<file path="config.mk">
export PLATFORM = sky130hd
export DESIGN_NAME = move_controller
export DESIGN_NICKNAME = d
export VERILOG_FILES = /design/src/rtl/ttt_pkg.sv /design/src/rtl/move_controller_rise_edge.sv /design/src/rtl/move_controller.sv
export SDC_FILE = /design/constraint.sdc
export NUM_CORES = 1
export LEC_CHECK = 0
export ABC_AREA = 1
export CORE_MARGIN = 2
export CORE_UTILIZATION = 50
export CTS_BUF_LIST = sky130_fd_sc_hd__clkbuf_4
export DETAILED_ROUTE_END_ITERATION = 8
export PLACE_DENSITY = 0.91
export SKIP_LAST_GASP = 1
export SYNTH_ARGS = -nofsm -noshare
export SYNTH_HDL_FRONTEND = slang
export SYNTH_HIERARCHICAL = 1
export SYNTH_SLANG_ARGS = --single-unit
</file>
<file path="constraint.sdc">
create_clock -name clk -period 2.1 [get_ports clk]
set_input_delay 0.21 -clock clk [delete_from_list [all_inputs] [get_ports clk]]
set_output_delay 0.21 -clock clk [all_outputs]
set_load 0.1 [all_outputs]
</file>
<file path="src/rtl/ttt_pkg.sv">
// Shared tic-tac-toe definitions: tile encodings, board geometry, FSM state
// type and small helpers for reading/writing one tile of the packed board.
package ttt_pkg;

  localparam logic [1:0] TILE_EMPTY = 2'b00;
  localparam logic [1:0] TILE_X     = 2'b01;
  localparam logic [1:0] TILE_O     = 2'b10;

  localparam int unsigned NUM_TILES = 9;
  localparam int unsigned TILE_W    = 2;
  localparam int unsigned BOARD_W   = 18;
  localparam int unsigned IDX_W     = 4;
  localparam int unsigned CNT_W     = 4;

  typedef enum logic {
    PLAY   = 1'b0,
    LOCKED = 1'b1
  } state_t;

  // Read tile idx; out-of-range indices read as empty.
  function automatic logic [TILE_W-1:0] tile_at(input logic [BOARD_W-1:0] board,
                                                input logic [IDX_W-1:0]   idx);
    logic [TILE_W-1:0] t;
    t = TILE_EMPTY;
    for (int unsigned k = 0; k < NUM_TILES; k++) begin
      if (idx == IDX_W'(k)) t = board[k*TILE_W +: TILE_W];
    end
    return t;
  endfunction

  // Return board with tile idx replaced by mark; out-of-range idx leaves it unchanged.
  function automatic logic [BOARD_W-1:0] set_tile(input logic [BOARD_W-1:0] board,
                                                  input logic [IDX_W-1:0]   idx,
                                                  input logic [TILE_W-1:0]  mark);
    logic [BOARD_W-1:0] b;
    b = board;
    for (int unsigned k = 0; k < NUM_TILES; k++) begin
      if (idx == IDX_W'(k)) b[k*TILE_W +: TILE_W] = mark;
    end
    return b;
  endfunction

  // Swap between the two player marks.
  function automatic logic [TILE_W-1:0] other_mark(input logic [TILE_W-1:0] mark);
    return (mark == TILE_X) ? TILE_O : TILE_X;
  endfunction

endpackage

</file>
<file path="src/rtl/move_controller_rise_edge.sv">
// rise_edge: one-bit registered rising-edge detector.
// Ports:
//   clk      - system clock
//   reset    - synchronous active-high reset; masks the edge output
//   i_level  - debounced input level
//   o_edge_c - combinational pulse, high the first cycle i_level is high
// The level register keeps sampling during reset so a button held through
// reset does not produce an edge when reset drops.
module rise_edge (
  input  logic clk,
  input  logic reset,
  input  logic i_level,
  output logic o_edge_c
);

  logic r_level_q;

  // Previous-cycle level
  always_ff @(posedge clk) begin
    r_level_q <= i_level;
  end

  assign o_edge_c = i_level & ~r_level_q & ~reset;

endmodule

</file>
<file path="src/rtl/move_controller.sv">
// move_controller: turns debounced button levels into tic-tac-toe board
// writes, tracks the player turn, rejects illegal moves and, when built with
// MOVE_UNDO_EN defined, keeps a move-history stack so moves can be retracted.
// Without MOVE_UNDO_EN there is no stack, btn_undo is ignored, undo_sig stays
// 0 and LOCKED is terminal until reset.
// Ports:
//   clk, reset    - clock, synchronous active-high reset
//   btn_place     - level; rising edge requests a move at sel_idx
//   sel_idx       - target tile 0..8 (row-major)
//   btn_undo      - level; rising edge requests undo of the last move
//   game_over     - win indication from the downstream checker
//   tiles         - packed board, tile k at [2k+1:2k]
//   undo_sig      - one-cycle pulse per performed undo
//   turn          - mark the next accepted move will place
//   move_count    - occupied tiles 0..9
//   move_accept   - one-cycle pulse per written move
//   illegal_move  - one-cycle pulse per rejected place request
//   board_full    - high while move_count == 9
module move_controller
  import ttt_pkg::*;
#(
  parameter logic [1:0]  FIRST_PLAYER = 2'b01,
  parameter int unsigned HIST_DEPTH   = 9
) (
  input  logic               clk,
  input  logic               reset,
  input  logic               btn_place,
  input  logic [IDX_W-1:0]   sel_idx,
  input  logic               btn_undo,
  input  logic               game_over,
  output logic [BOARD_W-1:0] tiles,
  output logic               undo_sig,
  output logic [1:0]         turn,
  output logic [CNT_W-1:0]   move_count,
  output logic               move_accept,
  output logic               illegal_move,
  output logic               board_full
);

  state_t               r_state;
  state_t               w_state_nxt;
  logic [BOARD_W-1:0]   w_tiles_nxt;
  logic [1:0]           w_turn_nxt;
  logic [CNT_W-1:0]     w_count_nxt;
  logic                 w_accept_nxt;
  logic                 w_illegal_nxt;
  logic                 w_undo_nxt;

  logic                 w_place_edge;
  logic                 w_undo_edge;
  logic                 w_undo_go;
  logic                 w_stack_full;
  logic [IDX_W-1:0]     w_pop_idx;
  logic                 w_place_ok;
  logic                 w_place_go;
  logic                 w_place_bad;

  rise_edge u_place_edge (
    .clk      (clk),
    .reset    (reset),
    .i_level  (btn_place),
    .o_edge_c (w_place_edge)
  );

`ifdef MOVE_UNDO_EN
  localparam int unsigned SP_W = $clog2(HIST_DEPTH + 1);

  logic [SP_W-1:0]  r_sp;
  logic [IDX_W-1:0] r_hist [HIST_DEPTH];

  rise_edge u_undo_edge (
    .clk      (clk),
    .reset    (reset),
    .i_level  (btn_undo),
    .o_edge_c (w_undo_edge)
  );

  assign w_stack_full = (r_sp >= SP_W'(HIST_DEPTH));
  assign w_undo_go    = w_undo_edge && (move_count != '0);
  assign w_pop_idx    = r_hist[r_sp - SP_W'(1)];

  // History stack: push on accepted move, pop on performed undo
  always_ff @(posedge clk) begin
    if (reset) begin
      r_sp <= '0;
    end else if (w_undo_go) begin
      r_sp <= r_sp - SP_W'(1);
    end else if (w_place_go) begin
      r_hist[r_sp] <= sel_idx;
      r_sp         <= r_sp + SP_W'(1);
    end
  end
`else
  logic w_unused_undo;
  localparam int unsigned unused_hist_depth = HIST_DEPTH;

  assign w_unused_undo = btn_undo;
  assign w_undo_edge   = 1'b0;
  assign w_undo_go     = 1'b0;
  assign w_stack_full  = 1'b0;
  assign w_pop_idx     = '0;
`endif

  // A place request is dropped silently whenever an undo edge arrives with it
  assign w_place_ok  = (r_state == PLAY) &&
                       (sel_idx <= IDX_W'(NUM_TILES - 1)) &&
                       (tile_at(tiles, sel_idx) == TILE_EMPTY) &&
                       !w_stack_full;
  assign w_place_go  = w_place_edge && !w_undo_edge && w_place_ok;
  assign w_place_bad = w_place_edge && !w_undo_edge && !w_place_ok;

  // Next-state and next-output logic
  always_comb begin
    w_state_nxt   = r_state;
    w_tiles_nxt   = tiles;
    w_turn_nxt    = turn;
    w_count_nxt   = move_count;
    w_accept_nxt  = 1'b0;
    w_illegal_nxt = 1'b0;
    w_undo_nxt    = 1'b0;

    if (w_undo_go) begin
      w_tiles_nxt = set_tile(tiles, w_pop_idx, TILE_EMPTY);
      w_turn_nxt  = other_mark(turn);
      w_count_nxt = move_count - CNT_W'(1);
      w_undo_nxt  = 1'b1;
      // game_over is re-sampled next cycle and may lock again
      w_state_nxt = PLAY;
    end else begin
      if (w_place_go) begin
        w_tiles_nxt  = set_tile(tiles, sel_idx, turn);
        w_turn_nxt   = other_mark(turn);
        w_count_nxt  = move_count + CNT_W'(1);
        w_accept_nxt = 1'b1;
      end
      w_illegal_nxt = w_place_bad;
      if ((r_state == PLAY) &&
          (game_over || (w_count_nxt == CNT_W'(NUM_TILES)))) begin
        w_state_nxt = LOCKED;
      end
    end
  end

  // State register
  always_ff @(posedge clk) begin
    if (reset) r_state <= PLAY;
    else       r_state <= w_state_nxt;
  end

  // Registered outputs
  always_ff @(posedge clk) begin
    if (reset) begin
      tiles        <= '0;
      turn         <= FIRST_PLAYER;
      move_count   <= '0;
      move_accept  <= 1'b0;
      illegal_move <= 1'b0;
      undo_sig     <= 1'b0;
      board_full   <= 1'b0;
    end else begin
      tiles        <= w_tiles_nxt;
      turn         <= w_turn_nxt;
      move_count   <= w_count_nxt;
      move_accept  <= w_accept_nxt;
      illegal_move <= w_illegal_nxt;
      undo_sig     <= w_undo_nxt;
      board_full   <= (w_count_nxt == CNT_W'(NUM_TILES));
    end
  end

endmodule

</file>
==> run metrics <==
status=completed; element type at the critical path start=input pin; Clock Sinks=29; pre-CTS setup slack=-201.6 ps; Reg power frac=48.0%; synthesis-to-finish area growth=36.38%; Final Wtd Congestion=0.8807; design area=between 0.0015 and 0.002 mm²; clock-pin slew on the worst setup and hold paths=100 ps; worst rel slew slack=63.93%; Placed Area=0.001805 mm²; Clock Path Buffers=2; Setup Skew=9.263 ps; Psw=306.0 µW; WP data required=2330 ps; layout cell share with drive strength beyond 1=roughly 38%; Async S/R FF share, synth=0%; Buffers on Ports=34; DR vias/cell=5.056; # nets final=246; Final Util=70.27%; DR vias=1355; CP Class=input pin to flop; hpwl dp=2213 µm; post-route setup slack=~180 ps; Worst setup EP type=flop; hold crit path type=input pin to flop; Syn Inst Count=186; most frequent cells in the layout=43 x buf_4, 31 x inv_1, 28 x nand2_1, 19 x dfxtp_1, 16 x nand3_1; Detailed Route Iter0 Violations=48; Layout fillers=219; YS warnings=6; Mapped Area=0.001396 mm²; Die W=56.85 µm; PD cells=615.5 mW/mm²; pin count of the biggest net entering global routing=25; Finish-stage setup viols=0; Rows=19; number of synthesized flops with an enable pin=0; Final Slew Violations=0; Least-Margin Pin Slew=540.3 ps; critical path fanouts, max=20; initial antenna violation count=0; GRT Residual Overflow=0; Routed Antenna Nets=0; sequential-to-total area share from yosys stat=41.58%; CTS tree=built; Routed WL per cell=~12 µm; Post-CTS Setup Repair Bufs=0; Power, Total=1172 µW; Comb power frac=12.4%; CTS root buf=clkbuf_4; Net Sw Frac=between 20% and 30%; Sum Neg Setup Slack=0 ps; syn_area_per_cell=7.507 µm²; Die H=56.85 µm; Initial Util=51.52%; area of the multi-input gates=636.9 µm²; unrepaired setup endpoints after global routing=false; Max Clk Rate=521.4 MHz; Internal Power=866.0 µW; H-tree depth=2; die area=0.003231 mm²; overall routing resource usage=22.24%; placeable core area=0.002710 mm²; clk_lat worst skew=350 ps; commonest non-fill, non-tap cell in the layout=buf_4; distinct cell type count after synthesis=29; DRC=0; Clk network pwr share=39.6%; Arrival @ worst endpoint=2150 ps; flops & latches, synth=29; Fin. Hold Viols=0; drt pass-1 iters=4; I/O Pins=37; Pleak=~0.0009 µW; register area=slightly below 600 µm²; VDD IR max=slightly below 700 µV; first-pass GRT wire length=between 5000 and 6000 µm; vias in the first global route=1291; max-cap violations=0; diode count=0; syn nets=just under 200; period utilization=91.32%; final worst path period need=around 1900 ps; ys flop type=dfxtp_1; Post-Route WL=3210 µm; CTS Buf Count=5
## routing by layer
| layer | part of all wire (%) | GRT usage (%) |
|---|---|---|
| met1 | 43 | 26.36 |
| met2 | 47 | 35.05 |
| met3 | 6.0 | 4.378 |
| met4 | 3.7 | 16.94 |
| met5 | 0 | 0 |
## sequential cells by signal, summed over array words and instances (netlist names)
| name | flops |
|---|---|
| move_accept | 1 |
| board_full | 1 |
| tiles | 18 |
| move_count | 4 |
| turn | 2 |
| r_state | 1 |
| u_place_edge/r_level_q | 1 |
| illegal_move | 1 |
## cells in the mapped netlist, drive strengths merged, types with 2 or more instances
library cell,count,area [µm²]
nand2,30,122.6
a31oi,6,37.54
nand4,3,18.77
dfxtp,29,580.6
buf,6,47.54
inv,37,138.9
nor2,21,98.84
xor2,2,17.52
clkbuf,2,7.510
a21oi,17,107.6
nand3,22,147.7
nor3,2,15.01
o21ai,5,25.02
## what timing repair did
| action | in CTS | in global routing |
|---|---|---|
| hold buffers | 0 | 0 |
| endpoints found under the hold margin | 0 | 0 |
| endpoints found under the setup margin | 0 | 19 |
| resized for setup | 0 | 5 |
## final cells by class
class / instances / share of cell area (%)
well taps: 31 / 2.037
clock inverters: 2 / 1.774
inverters: 37 / 7.293
clock buffers: 6 / 2.365
repair buffers: 51 / 21.94
flip-flops and latches: 29 / 31.14
multi-input cells: 112 / 33.44
## cells by family after synthesis
family                     synth area share [%]
and+or+nand+nor                           28.85
buffers and inverters                     13.89
AOI/OAI and AO/OA                         13.26
DFF                                       41.58
xor gates and xnor gates                  1.255
adders and majority gates                0.8959
other                                    0.2686
## path summary, 6_finish.rpt
| check | start | end | slack, ps | cells after the start |
|---|---|---|---|---|
| worst min-delay path | btn_place | u_place_edge/r_level_q | 320 | 1 |
| worst min register to register | tiles[4] | tiles[4] | 480 | 2 |
| worst max-delay path | sel_idx[3] | tiles[5] | 180 | 16 |
| worst max register to register | tiles[8] | tiles[16] | 380 | 14 |
## power by group through the flow
stage / Sequential (µW) / Combinational (µW) / Clock, µW
after floorplan: 596 / 69.5 / 0
after global placement: 575 / 139 / 0
after detailed placement: 575 / 142 / 0
after CTS: 562 / 143 / 468
after global routing: 563 / 158 / 496
final: 562 / 146 / 464
## critical path, stage by stage
cell and delay (ps):
clkdlybuf4s50_1 520, nor2_4 200, nand3_2 100, o21ai_0 160, inv_1 60, nand2_1 60
nand2_1 60, nand2_1 60, nand2_1 60, nand2_2 70, nand2_4 60, nand3_4 90
inv_2 60, buf_12 150, a31oi_1 170, nor2_1 60
## through the flow
| stage | std cells | hold WS [ps] |
|---|---|---|
| 3_5_place_dp | 260 | 464.2 |
| 2_1_floorplan | 186 | 237.7 |
| 5_1_grt | 268 | 330.9 |
| 4_1_cts | 268 | 322.8 |
| 3_3_place_gp | 260 | 457.1 |
| 6_report | 268 | 322.5 |
Power figures use the tool's default switching activity.
